$ cat config.mk
export PLATFORM = sky130hd
export DESIGN_NAME = cpu_control
export DESIGN_NICKNAME = d
export VERILOG_FILES = /design/src/rtl/cpu_control.sv
export SDC_FILE = /design/constraint.sdc
export NUM_CORES = 1
export LEC_CHECK = 0
export BUFFER_PORTS_ARGS = -buffer_cell sky130_fd_sc_hd__buf_2
export CORE_ASPECT_RATIO = 0.9
export CORE_MARGIN = 8
export CORE_UTILIZATION = 25
export CTS_CLUSTER_DIAMETER = 50
export DETAILED_ROUTE_END_ITERATION = 7
export GPL_TIMING_DRIVEN = 0
export SETUP_SLACK_MARGIN = 0.02
export SLEW_MARGIN = 20
export SYNTH_ARGS = -nofsm -noshare
export SYNTH_HDL_FRONTEND = slang
export SYNTH_SLANG_ARGS = --single-unit
export TNS_END_PERCENT = 30
$ cat constraint.sdc
create_clock -name clk -period 1.85 [get_ports clk]
set_input_delay 0.2775 -clock clk [delete_from_list [all_inputs] [get_ports clk]]
set_output_delay 0.2775 -clock clk [all_outputs]
set_load 0.05 [all_outputs]
$ cat src/rtl/cpu_control.sv
// -----------------------------------------------------------------------------
// cpu_control
// Sequencing/decode FSM for the 16-bit stack CPU datapath. Steps through
// INIT -> FETCH -> EX1 [-> EX2 [-> EX3]] -> FETCH ... and drives every
// datapath control input. All outputs are decoded from the current state plus
// the opcode already latched in the instruction register.
//
// Ports:
//   clk          in   system clock, rising edge
//   rst_n        in   asynchronous active-low reset
//   opcode       in   cmd[15:10] from the instruction register
//   cmd_w        out  load instruction register from in_data
//   R1_w, R2_w   out  load R1 / R2 from in_data
//   SR_w, PC_w   out  load stack register / program counter
//   SR_inc       out  SR step direction (1 = +1, 0 = -1)
//   PC_inc       out  PC step direction (1 = +1, 0 = -1)
//   SR_incc      out  SR source: 0 ALU_res, 1 SR+-1, 2 0xFFFF, 3 zero
//   PC_incc      out  PC source: 0 ALU_res, 1 PC+-1, 2 0x0020, 3 zero
//   ALU_func     out  ALU function (111 = PASS_R1)
//   addr_sel     out  address source: 0 SR, 1 SR+-1, 2 PC+-1, 3 R1
//   data_sel     out  write data source: 0 SR, 1 PC, 2 ALU_res, 3 cmd[9:0]
//   write_memory out  memory write strobe
//   error        out  sticky illegal-opcode flag
// -----------------------------------------------------------------------------
module cpu_control #(
    parameter int OPW  = 6,
    parameter int ALUW = 3
) (
    input  logic            clk,
    input  logic            rst_n,
    input  logic [OPW-1:0]  opcode,
    output logic            cmd_w,
    output logic            R1_w,
    output logic            R2_w,
    output logic            SR_w,
    output logic            PC_w,
    output logic            SR_inc,
    output logic            PC_inc,
    output logic [1:0]      SR_incc,
    output logic [1:0]      PC_incc,
    output logic [ALUW-1:0] ALU_func,
    output logic [1:0]      addr_sel,
    output logic [1:0]      data_sel,
    output logic            write_memory,
    output logic            error
);

    typedef enum logic [2:0] {
        S_INIT,
        S_FETCH,
        S_EX1,
        S_EX2,
        S_EX3,
        S_HALT,
        S_ERR
    } state_t;

    localparam logic [OPW-1:0]  OP_NOP    = OPW'(8'h00);
    localparam logic [OPW-1:0]  OP_PUSH   = OPW'(8'h01);
    localparam logic [OPW-1:0]  OP_POP    = OPW'(8'h02);
    localparam logic [OPW-1:0]  OP_ALU_LO = OPW'(8'h08);
    localparam logic [OPW-1:0]  OP_ALU_HI = OPW'(8'h0E);
    localparam logic [OPW-1:0]  OP_JMP    = OPW'(8'h10);
    localparam logic [OPW-1:0]  OP_LOAD   = OPW'(8'h11);
    localparam logic [OPW-1:0]  OP_HALT   = OPW'(8'h3F);
    localparam logic [ALUW-1:0] ALU_PASS  = '1;

    state_t state, next_state;
    logic   error_q;
    logic   is_alu;

    assign is_alu = (opcode >= OP_ALU_LO) && (opcode <= OP_ALU_HI);
    assign error  = error_q;

    always_ff @(posedge clk or negedge rst_n) begin
        if (!rst_n) begin
            state   <= S_INIT;
            error_q <= 1'b0;
        end else begin
            state <= next_state;
            if (next_state == S_ERR)
                error_q <= 1'b1;
        end
    end

    // Outputs are forced low while rst_n is asserted so that an instruction
    // interrupted by reset can never leave a memory write strobe or register
    // load active before the next clock edge (INIT itself drives SR_w/PC_w).
    always_comb begin
        next_state   = state;
        cmd_w        = 1'b0;
        R1_w         = 1'b0;
        R2_w         = 1'b0;
        SR_w         = 1'b0;
        PC_w         = 1'b0;
        SR_inc       = 1'b0;
        PC_inc       = 1'b0;
        SR_incc      = 2'd0;
        PC_incc      = 2'd0;
        ALU_func     = '0;
        addr_sel     = 2'd0;
        data_sel     = 2'd0;
        write_memory = 1'b0;

        if (rst_n) begin
            case (state)
                S_INIT: begin
                    SR_w       = 1'b1;
                    SR_incc    = 2'd2;
                    PC_w       = 1'b1;
                    PC_incc    = 2'd2;
                    next_state = S_FETCH;
                end

                // Fetch from PC+1 while PC itself advances to PC+1.
                S_FETCH: begin
                    addr_sel   = 2'd2;
                    PC_inc     = 1'b1;
                    PC_incc    = 2'd1;
                    PC_w       = 1'b1;
                    cmd_w      = 1'b1;
                    next_state = S_EX1;
                end

                S_EX1: begin
                    if (opcode == OP_NOP) begin
                        next_state = S_FETCH;
                    end else if (opcode == OP_PUSH) begin
                        addr_sel     = 2'd0;
                        SR_incc      = 2'd1;
                        SR_w         = 1'b1;
                        write_memory = 1'b1;
                        data_sel     = 2'd3;
                        next_state   = S_FETCH;
                    end else if (opcode == OP_POP) begin
                        // Discard top of stack: only SR moves.
                        SR_inc     = 1'b1;
                        SR_incc    = 2'd1;
                        SR_w       = 1'b1;
                        next_state = S_FETCH;
                    end else if (is_alu) begin
                        // Top of stack is the right-hand operand.
                        addr_sel   = 2'd1;
                        SR_inc     = 1'b1;
                        SR_incc    = 2'd1;
                        SR_w       = 1'b1;
                        R2_w       = 1'b1;
                        next_state = S_EX2;
                    end else if (opcode == OP_JMP || opcode == OP_LOAD) begin
                        addr_sel   = 2'd1;
                        SR_inc     = 1'b1;
                        SR_incc    = 2'd1;
                        SR_w       = 1'b1;
                        R1_w       = 1'b1;
                        next_state = S_EX2;
                    end else if (opcode == OP_HALT) begin
                        next_state = S_HALT;
                    end else begin
                        next_state = S_ERR;
                    end
                end

                S_EX2: begin
                    if (opcode == OP_JMP) begin
                        // PC <= popped target; the next fetch then reads target+1.
                        ALU_func   = ALU_PASS;
                        PC_incc    = 2'd0;
                        PC_w       = 1'b1;
                        next_state = S_FETCH;
                    end else if (opcode == OP_LOAD) begin
                        // R1 holds the address and is overwritten by mem[R1].
                        addr_sel   = 2'd3;
                        R1_w       = 1'b1;
                        next_state = S_EX3;
                    end else begin
                        addr_sel   = 2'd1;
                        SR_inc     = 1'b1;
                        SR_incc    = 2'd1;
                        SR_w       = 1'b1;
                        R1_w       = 1'b1;
                        next_state = S_EX3;
                    end
                end

                S_EX3: begin
                    addr_sel     = 2'd0;
                    SR_incc      = 2'd1;
                    SR_w         = 1'b1;
                    write_memory = 1'b1;
                    data_sel     = 2'd2;
                    ALU_func     = is_alu ? opcode[ALUW-1:0] : ALU_PASS;
                    next_state   = S_FETCH;
                end

                S_HALT:  next_state = S_HALT;
                S_ERR:   next_state = S_ERR;
                default: next_state = S_INIT;
            endcase
        end
    end

endmodule
==> flow_summary.ini, run 1 <==
[power]
p_leak_nw = 0.5076
p_per_area_nw_per_um2 = 1342
ir_drop_uv = 969.2

[grt]
grt_usage_pct = 9.288
antenna_found_initial = 0
grt_max_degree = 11
grt_pass1_wl_microns = 3663
grt_pass1_vias = 856
overflow = 0

[place]
io_buffers = 24
dp_hpwl_microns = 1584
gp_congestion = 0.7948
post_dp_cell_area_sq_um = 827.0
dp_cells = 151

[finish]
diodes = 0
fin_area_sq_um = 1107
drive_above_1_share_pct = 52.99
mostFrequentLayoutCells = buf_4, buf_6, buf_2, nor2_1
finalNetCount = 144
stdcell_count = 162
area_delta_synth_final_pct = 74.21
fill_cells = 249

[yosys]
synth_fp_nets = 107
async_flop_share_pct = 100.0
synth_edf_count = 0
netlist_area_sq_um = 635.6
synth.avg_cell_area_sq_um = 6.420
ys_warn_count = 0
synth-main-ff-cell = dfrtp_1
ys_types = 34
synth_area_leaders = dfrtp_1, nor2_1, a21oi_1
postSynthCellCount = 99
ys_ff_latch = 4
synth_top_area_share_pct = 15.75
ys_seq_area_share_pct = 15.75
synth_top_cell_by_area = dfrtp_1

[worst_setup_path]
critPathKind = input port to output port
cp-startpoint = opcode[1]
rrSetupSlack_ps = 530
cp_max_fo = 5
worstPathRequired_ps = 1570
cp_slowest_stage_delay_ps = 590
critPathCapture = SR_incc[0]
path_cells = buf_8 -> or4b_4 -> o21ai_2 -> o21ai_1 -> o21ai_2 -> o21ai_1 -> buf_6
ff2ff_path_depth = 5
timing.rr.end = error
cp_slowest_cell = or4b_4
endpoint_kind = output port
timing.rr.start = state[2]
worst_setup_path_start_kind = input port
critPathArrivalTime_ps = 1670

[job]
maxCapViolations = 0

[detailed_routing]
drc = 0
wl_microns = 2215
vias = 850
via_per_inst = 5.247
dr.pass1.iters = 4
ant_nets = 0
drtIter0Drc = 17
routedWlPerCell_microns = 13.67

[outcome]
status = complete, but fails checks
violations = negative setup slack

[floorplanning]
rows = 17
core_area_sq_um = 2425
io_pins = 28
dieWidth_microns = 69.15
initial_core_util_pct = 26.21
fp.dieArea_sq_um = 4414
die_h_microns = 63.84

[timing]
post-route-period-util_pct = 105.1
finalCriticalPeriod_ps = 1945
maxSlewHeadroom_pct = 77.36
holdWs_ps = 428.8
grt_setup_unrepaired = yes
finalSetupViolCount = 9
max_slew.worst_pin.slew_ps = 338.2
max_freq_ghz = 0.5141
timing_hold_violations_final = 0
fin_skew_ps = 0.9101
post-route-worst-setup-slack_ps = -95.14
slew_violations = 0

[clock_network]
cts_tree = built
cts_buffer_depth = 2
root_buffer = clkbuf_4
clk_pin_slew_ps = 40
clk_latency_ps = 230
cts_sinks = 4
cts.htree.levels = 1
cts_made_buffers = 3

[worst_hold_path]
hp-class = input port to asynchronous set/reset pin
worst max-delay path: cells and delay by family:
kind            cells  cell delay [ps]
buf+inv             2              260
compound gates      4              540
simple gates        1              590
cell usage after synthesis, types with 2 or more instances:
cell,n
nand2b_1,3
nor3_1,6
buf_4,4
nor2b_1,4
nand2_1,9
nor2_1,15
a21o_1,2
clkbuf_1,3
dfrtp_1,4
o21ai_0,7
inv_1,4
nand3_1,4
o21ai_1,5
buf_2,2
a21oi_1,8
layer usage:
metal | track usage [%] | up-vias | wire length [microns]
met1 | 10.57 | 406 | 979
li1 | - | 418 | -
met2 | 17.15 | 26 | 1103
met5 | 0 | - | 0
met3 | 2.160 | 0 | 132
met4 | 2.046 | 0 | 0
what timing repair did:
action	CTS	global route
endpoints found under the setup margin	12	12
pin swaps	5	6
buffers inserted	5	2
resized for setup	43	14
hold buffers	1	0
endpoints found under the hold margin	4	0
logic make-up (layout without fill, tap and decap cells):
logic type	Yosys count	count (layout)	synth area share, %
and+or+nand+nor	51	51	43.50
AOI/OAI and AO/OA	30	30	28.54
buffers and inverters	14	49	12.20
DFF	4	4	15.75
worst min-delay path by stage:
stage | from | endpoint | slack, ps
after CTS | rst_n | state[1] | 410
after floorplan | rst_n | error | -20
after global routing | rst_n | state[1] | 440
after global placement | rst_n | error | 90
after detailed placement | rst_n | error | 90
final | rst_n | state[1] | 430
final cells by class:
cell class	instances	area [sq um]	area share, %
well taps	28	35.03	3.164
multi-input cells	81	579.3	52.32
flip-flops and latches	4	101.3	9.153
plain buffers	10	81.33	7.345
repair buffers	32	272.8	24.63
inverters	4	15.01	1.356
clock buffers	3	22.52	2.034
where the power goes:
part | total (W) | switching (W) | internal [W]
Combinational | 0.00122 | 0.000760 | 0.000459
Clock | 0.000105 | 0.0000329 | 0.0000724
Sequential | 0.000161 | 0.0000380 | 0.000123
Total | 0.00149 | 0.000831 | 0.000655
state kept, by name, summed over array words and instances (netlist names):
| name | count |
|---|---|
| state | 3 |
| error | 1 |
per-stage QoR:
stage | power (W) | setup slack [ps] | util (%) | TNS, ps
5_1_grt | 0.001582 | -168.3 | 45.67 | -1090
3_5_place_dp | 0.001094 | -264.7 | 34.11 | -2146
4_1_cts | 0.001429 | -118.2 | 42.88 | -541.3
2_1_floorplan | 0.0009021 | -339.9 | - | -2576
3_3_place_gp | 0.001083 | -250.3 | 34.11 | -1971
6_report | 0.001486 | -95.14 | 45.67 | -516.9
Note: power is estimated with default switching activity, not from simulation.
==> run 2: changes to the inputs <==
--- a/config.mk
+++ b/config.mk
@@ -12,6 +12,8 @@
 export CTS_CLUSTER_DIAMETER = 50
 export DETAILED_ROUTE_END_ITERATION = 7
 export GPL_TIMING_DRIVEN = 0
+export PLACE_DENSITY_LB_ADDON = 0.05
+export RECOVER_POWER = 50
 export SETUP_SLACK_MARGIN = 0.02
 export SLEW_MARGIN = 20
 export SYNTH_ARGS = -nofsm -noshare
==> run 2 against run 1 <==
  * The run still ends with negative setup slack left
  * Clock skew hardly changed
  * Clock power barely moved
  * First-iteration DRC count increased by 41%
  * Fmax rose by 0.23%
  * Register-to-register slack got worse by 110 ps
  * Wire length grew 8.7%
  * Flip-flop and latch count unchanged
  * Sequential share of layout area rose by 0.051 points
  * Highest routed layer is now met4
==> flow_summary.ini, run 2 (same netlist as run 1, synthesis figures left out) <==
[worst_setup_path]
cp_slowest_cell = or4b_4
timing.rr.start = state[0]
rrSetupSlack_ps = 420
cp_max_fo = 5
worstPathRequired_ps = 1570
cp_slowest_stage_delay_ps = 600
critPathKind = input port to output port
timing.rr.end = error
ff2ff_path_depth = 6
critPathArrivalTime_ps = 1660
endpoint_kind = output port
worst_setup_path_start_kind = input port
path_cells = buf_8 -> or4b_4 -> o21ai_2 -> o21ai_1 -> o21ai_2 -> o21ai_1 -> buf_6

[detailed_routing]
dr.pass1.iters = 4
drtIter0Drc = 24
routedWlPerCell_microns = 14.86
drc = 0
vias = 826
ant_nets = 0
via_per_inst = 5.099
wl_microns = 2407

[clock_network]
root_buffer = clkbuf_4
cts_buffer_depth = 2
clk_latency_ps = 230
cts_sinks = 4
clk_pin_slew_ps = 40
cts.htree.levels = 1
cts_made_buffers = 3
cts_tree = built

[timing]
tns_ps = -379.5
timing_hold_violations_final = 0
fin_skew_ps = 1.052
post-route-worst-setup-slack_ps = -90.63
maxSlewHeadroom_pct = 60.50
max_slew.worst_pin.slew_ps = 595.1
max_freq_ghz = 0.5153
finalSetupViolCount = 10
grt_setup_unrepaired = yes
finalCriticalPeriod_ps = 1941
slew_violations = 0
post-route-period-util_pct = 104.9

[place]
dp_hpwl_microns = 1721
post_dp_cell_area_sq_um = 827.0
gp_congestion = 0.7832
io_buffers = 24

[finish]
regMostFlops = state
final-seq-area_sq_um = 102.6
multi_input_area_sq_um = 584.3
fin_area_sq_um = 1115
largest_reg_flops = 3
diodes = 0
drive_above_1_share_pct = 51.49
finalNetCount = 144
mostFrequentLayoutCells = buf_4, nor2_1, buf_6
area_delta_synth_final_pct = 75.39
final_core_utilization_pct = 45.98
mostFrequentLayoutCell = buf_4
fill_cells = 265

[floorplanning]
die_h_microns = 63.84
fp.dieArea_sq_um = 4414
io_pins = 28
initial_core_util_pct = 26.21
dieWidth_microns = 69.15
rows = 17
core_area_sq_um = 2425

[grt]
overflow = 0
grt_usage_pct = 10.60
grt_max_degree = 11
grt_pass1_wl_microns = 4057
antenna_found_initial = 0
grt_pass1_vias = 874

[power]
p_sw_w = 0.0008644
p_per_area_nw_per_um2 = 1388
p_leak_nw = 0.5066
power_frac_comb_pct = 82.9
clkPwrFrac_pct = 6.8
seqPwrFrac_pct = 10.3
totalPowerFinal_w = 0.001548
p_sw_share_pct = 55.85
ir_drop_uv = 976.3
internal_power_w = 0.0006833

[outcome]
status = complete, but fails checks
violations = negative setup slack

[job]
maxCapViolations = 0

[worst_hold_path]
hp-class = input port to asynchronous set/reset pin
## run 2: cell count changes in the layout (fill, tap and decap cells not counted), moves of 2 or more
cell / previous run / this run
nor2_2: 4 / 2
clkbuf_1: 0 / 2
nor2_1: 11 / 13
buf_2: 11 / 7
buf_6: 12 / 10
buf_4: 12 / 16
## run 2: timing repair
action | CTS | global route
setup endpoints to repair | 14 | 17
buffers inserted | 7 | 0
gates resized for setup | 44 | 18
hold buffers | 1 | 0
pin swaps | 7 | 5
hold endpoints to repair | 4 | 0
## run 2: metal layers
| metal | global-route usage (%) | part of all wire, % | routed length [microns] |
|---|---|---|---|
| met4 | 4.092 | 1.5 | 36 |
| met3 | 1.698 | 3.6 | 87 |
| met1 | 13.42 | 47 | 1137 |
| met2 | 17.61 | 48 | 1145 |
| met5 | 0 | 0 | 0 |
## run 2: layout make-up
| type | instances | area share (%) |
|---|---|---|
| inverters | 4 | 1.796 |
| repair buffers | 32 | 24.02 |
| well taps | 28 | 3.143 |
| clock buffers | 3 | 2.020 |
| multi-input cells | 81 | 52.41 |
| flip-flops and latches | 4 | 9.203 |
| plain buffers | 10 | 7.407 |
## run 2: per-stage QoR
step,worst slack (ps),std cells,hold WS (ps)
finish,-90.63,162,434.8
global route,-193.6,162,471.7
CTS,-115.8,162,408.9
detailed placement,-299.6,151,91.37
global placement,-305.1,151,89.28
floorplan,-339.9,99,-18.09
## run 2: power by group through the flow
stage	Combinational [W]	Sequential [W]	Clock (W)
floorplan	0.000760	0.000142	0
global placement	0.000949	0.000155	0
detailed placement	0.000949	0.000154	0
CTS	0.00121	0.000152	0.000113
global route	0.00136	0.000166	0.000117
finish	0.00128	0.000159	0.000106
## run 2: critical path: cells and delay by family
kind	cells	cell delay [ps]
AND/OR/NAND/NOR	1	600
AO/OA/AOI/OAI	4	520
buffers and inverters	2	270
## run 2: worst max-delay path by stage
stage                    from           to  slack (ps)  cells past startpoint
floorplan            state[2]  ALU_func[0]        -340                      4
global placement        rst_n  addr_sel[0]        -310                      6
detailed placement      rst_n  addr_sel[0]        -300                      6
CTS                 opcode[1]         PC_w        -120                      6
global route        opcode[1]         SR_w        -190                      7
finish              opcode[1]         SR_w         -90                      7
==> run 3: changes to the inputs <==
--- a/config.mk
+++ b/config.mk
@@ -8,7 +8,7 @@
 export BUFFER_PORTS_ARGS = -buffer_cell sky130_fd_sc_hd__buf_2
 export CORE_ASPECT_RATIO = 0.9
 export CORE_MARGIN = 8
-export CORE_UTILIZATION = 25
+export CORE_UTILIZATION = 32
 export CTS_CLUSTER_DIAMETER = 50
 export DETAILED_ROUTE_END_ITERATION = 7
 export GPL_TIMING_DRIVEN = 0
==> run 3 against run 2 <==
  * The run still ends with negative setup slack left
  * Total power shrank 5.7%
  * Combinational power shrank 7%
  * Hold slack lost 23 ps
  * Cell count shrank 2.5%
  * Sequential share of layout area grew 0.36 points
  * Clock power grew 4%
  * Critical path depth shrank 1
  * Critical path type unchanged
  * Largest cell class unchanged
==> flow_summary.ini, run 3 (same netlist as run 1, synthesis figures left out) <==
[floorplanning]
io_pins = 28
core_area_sq_um = 1896
fp.dieArea_sq_um = 3670
die_h_microns = 58.28
dieWidth_microns = 62.98
rows = 15
initial_core_util_pct = 33.53

[detailed_routing]
ant_nets = 0
wl_microns = 2144
vias = 812
routedWlPerCell_microns = 13.57
via_per_inst = 5.139
drtIter0Drc = 19
drc = 0
dr.pass1.iters = 4

[clock_network]
cts_made_buffers = 3
clk_pin_slew_ps = 40
cts_buffer_depth = 2
cts.htree.levels = 1
cts_sinks = 4
clk_latency_ps = 230
cts_tree = built
root_buffer = clkbuf_4

[grt]
grt_max_degree = 11
antenna_found_initial = 0
grt_pass1_wl_microns = 3677
overflow = 0
grt_usage_pct = 12.01
grt_pass1_vias = 778

[worst_setup_path]
endpoint_kind = output port
critPathArrivalTime_ps = 1660
worst-path-buf-inv = 2
crit_family = simple AND/OR/NAND/NOR gates
cp_slowest_stage_delay_ps = 590
cp_max_fo = 5
worstPathRequired_ps = 1570
path_cells = buf_8 -> or4b_4 -> nor3_2 -> nand3_2 -> o31ai_1 -> buf_4
cp_slowest_cell = or4b_4
worst_setup_path_start_kind = input port
critPathKind = input port to output port

[timing]
fin_skew_ps = 3.930
post-route-worst-setup-slack_ps = -89.65
max_freq_ghz = 0.5156
grt_setup_unrepaired = yes
timing_hold_violations_final = 0
post-route-period-util_pct = 104.8
max_slew.worst_pin.slew_ps = 598.9
finalSetupViolCount = 8
finalCriticalPeriod_ps = 1940
maxSlewHeadroom_pct = 60.25
slew_violations = 0

[power]
p_sw_share_pct = 55.77
seqPwrFrac_pct = 11.1
p_sw_w = 0.0008141
p_per_area_nw_per_um2 = 1378
clkPwrFrac_pct = 7.5
p_leak_nw = 0.4854
internal_power_w = 0.0006458
power_frac_comb_pct = 81.3
totalPowerFinal_w = 0.001460
ir_drop_uv = 796.7

[finish]
largest_reg_flops = 3
regMostFlops = state
mostFrequentLayoutCells = buf_4, nor2_1, buf_6
stdcell_count = 158
diodes = 0
mostFrequentLayoutCell = buf_4
finalNetCount = 143
area_delta_synth_final_pct = 66.73
drive_above_1_share_pct = 49.62

[place]
gp_congestion = 0.8444
place_ws_ps = -276.5
io_buffers = 24
dp_cells = 148
dp_hpwl_microns = 1576

[worst_hold_path]
hp-class = input port to asynchronous set/reset pin

[outcome]
violations = negative setup slack
status = complete, but fails checks

[job]
maxCapViolations = 0
==> run 3: what timing repair did <==
| action | CTS | global route |
|---|---|---|
| endpoints found under the hold margin | 4 | 0 |
| resized for setup | 40 | 16 |
| pin swaps | 4 | 7 |
| buffers inserted | 4 | 2 |
| endpoints found under the setup margin | 12 | 14 |
| hold buffers | 1 | 0 |
==> run 3: power groups by stage <==
| stage | combinational, W | clock (W) | sequential [W] |
|---|---|---|---|
| after floorplan | 0.000760 | 0 | 0.000142 |
| after CTS | 0.00113 | 0.000114 | 0.000159 |
| after detailed placement | 0.000938 | 0 | 0.000154 |
| final | 0.00119 | 0.000110 | 0.000163 |
| after global placement | 0.000932 | 0 | 0.000154 |
| after global routing | 0.00127 | 0.000127 | 0.000167 |
==> run 3: cell type report <==
cell class,instances,area (sq um)
multi-input combinational,81,541.8
clock buffer,3,22.52
tap,25,31.28
buffer,10,81.33
timing repair buffer,31,264.0
inverter,4,17.52
sequential,4,101.3
fill,194,835.8
==> run 3: final timing paths <==
check | from | endpoint | slack, ps | cells after the start
worst min register to register | error | error | 450 | 1
worst min-delay path | rst_n | state[2] | 410 | 2
worst max-delay path | opcode[1] | PC_w | -90 | 6
min in group clk | error | error | 450 | 1
worst max register to register | state[2] | error | 380 | 6
max in group asynchronous | rst_n | state[0] | 1250 | 2
==> run 3: metrics by stage <==
step,utilization (%),area [sq um],hold WS (ps),setup TNS (ps)
after floorplan,-,671.9,-18.09,-2576
after global placement,43.43,823.3,90.88,-2066
after detailed placement,43.43,823.3,92.38,-2262
after CTS,53.53,1015,413.3,-596.6
after global routing,55.91,1060,436.2,-1114
final,55.91,1060,411.6,-421.5
==> run 3: metal layers <==
metal  global-route usage (%)  vias to the layer above  part of all wire [%]
met5                        0                        -                     0
met4                    1.948                        0                     0
met3                    3.654                        0                   6.7
met2                    20.15                       22                    50
met1                    14.95                      375                    44
li1                         -                      415                     -
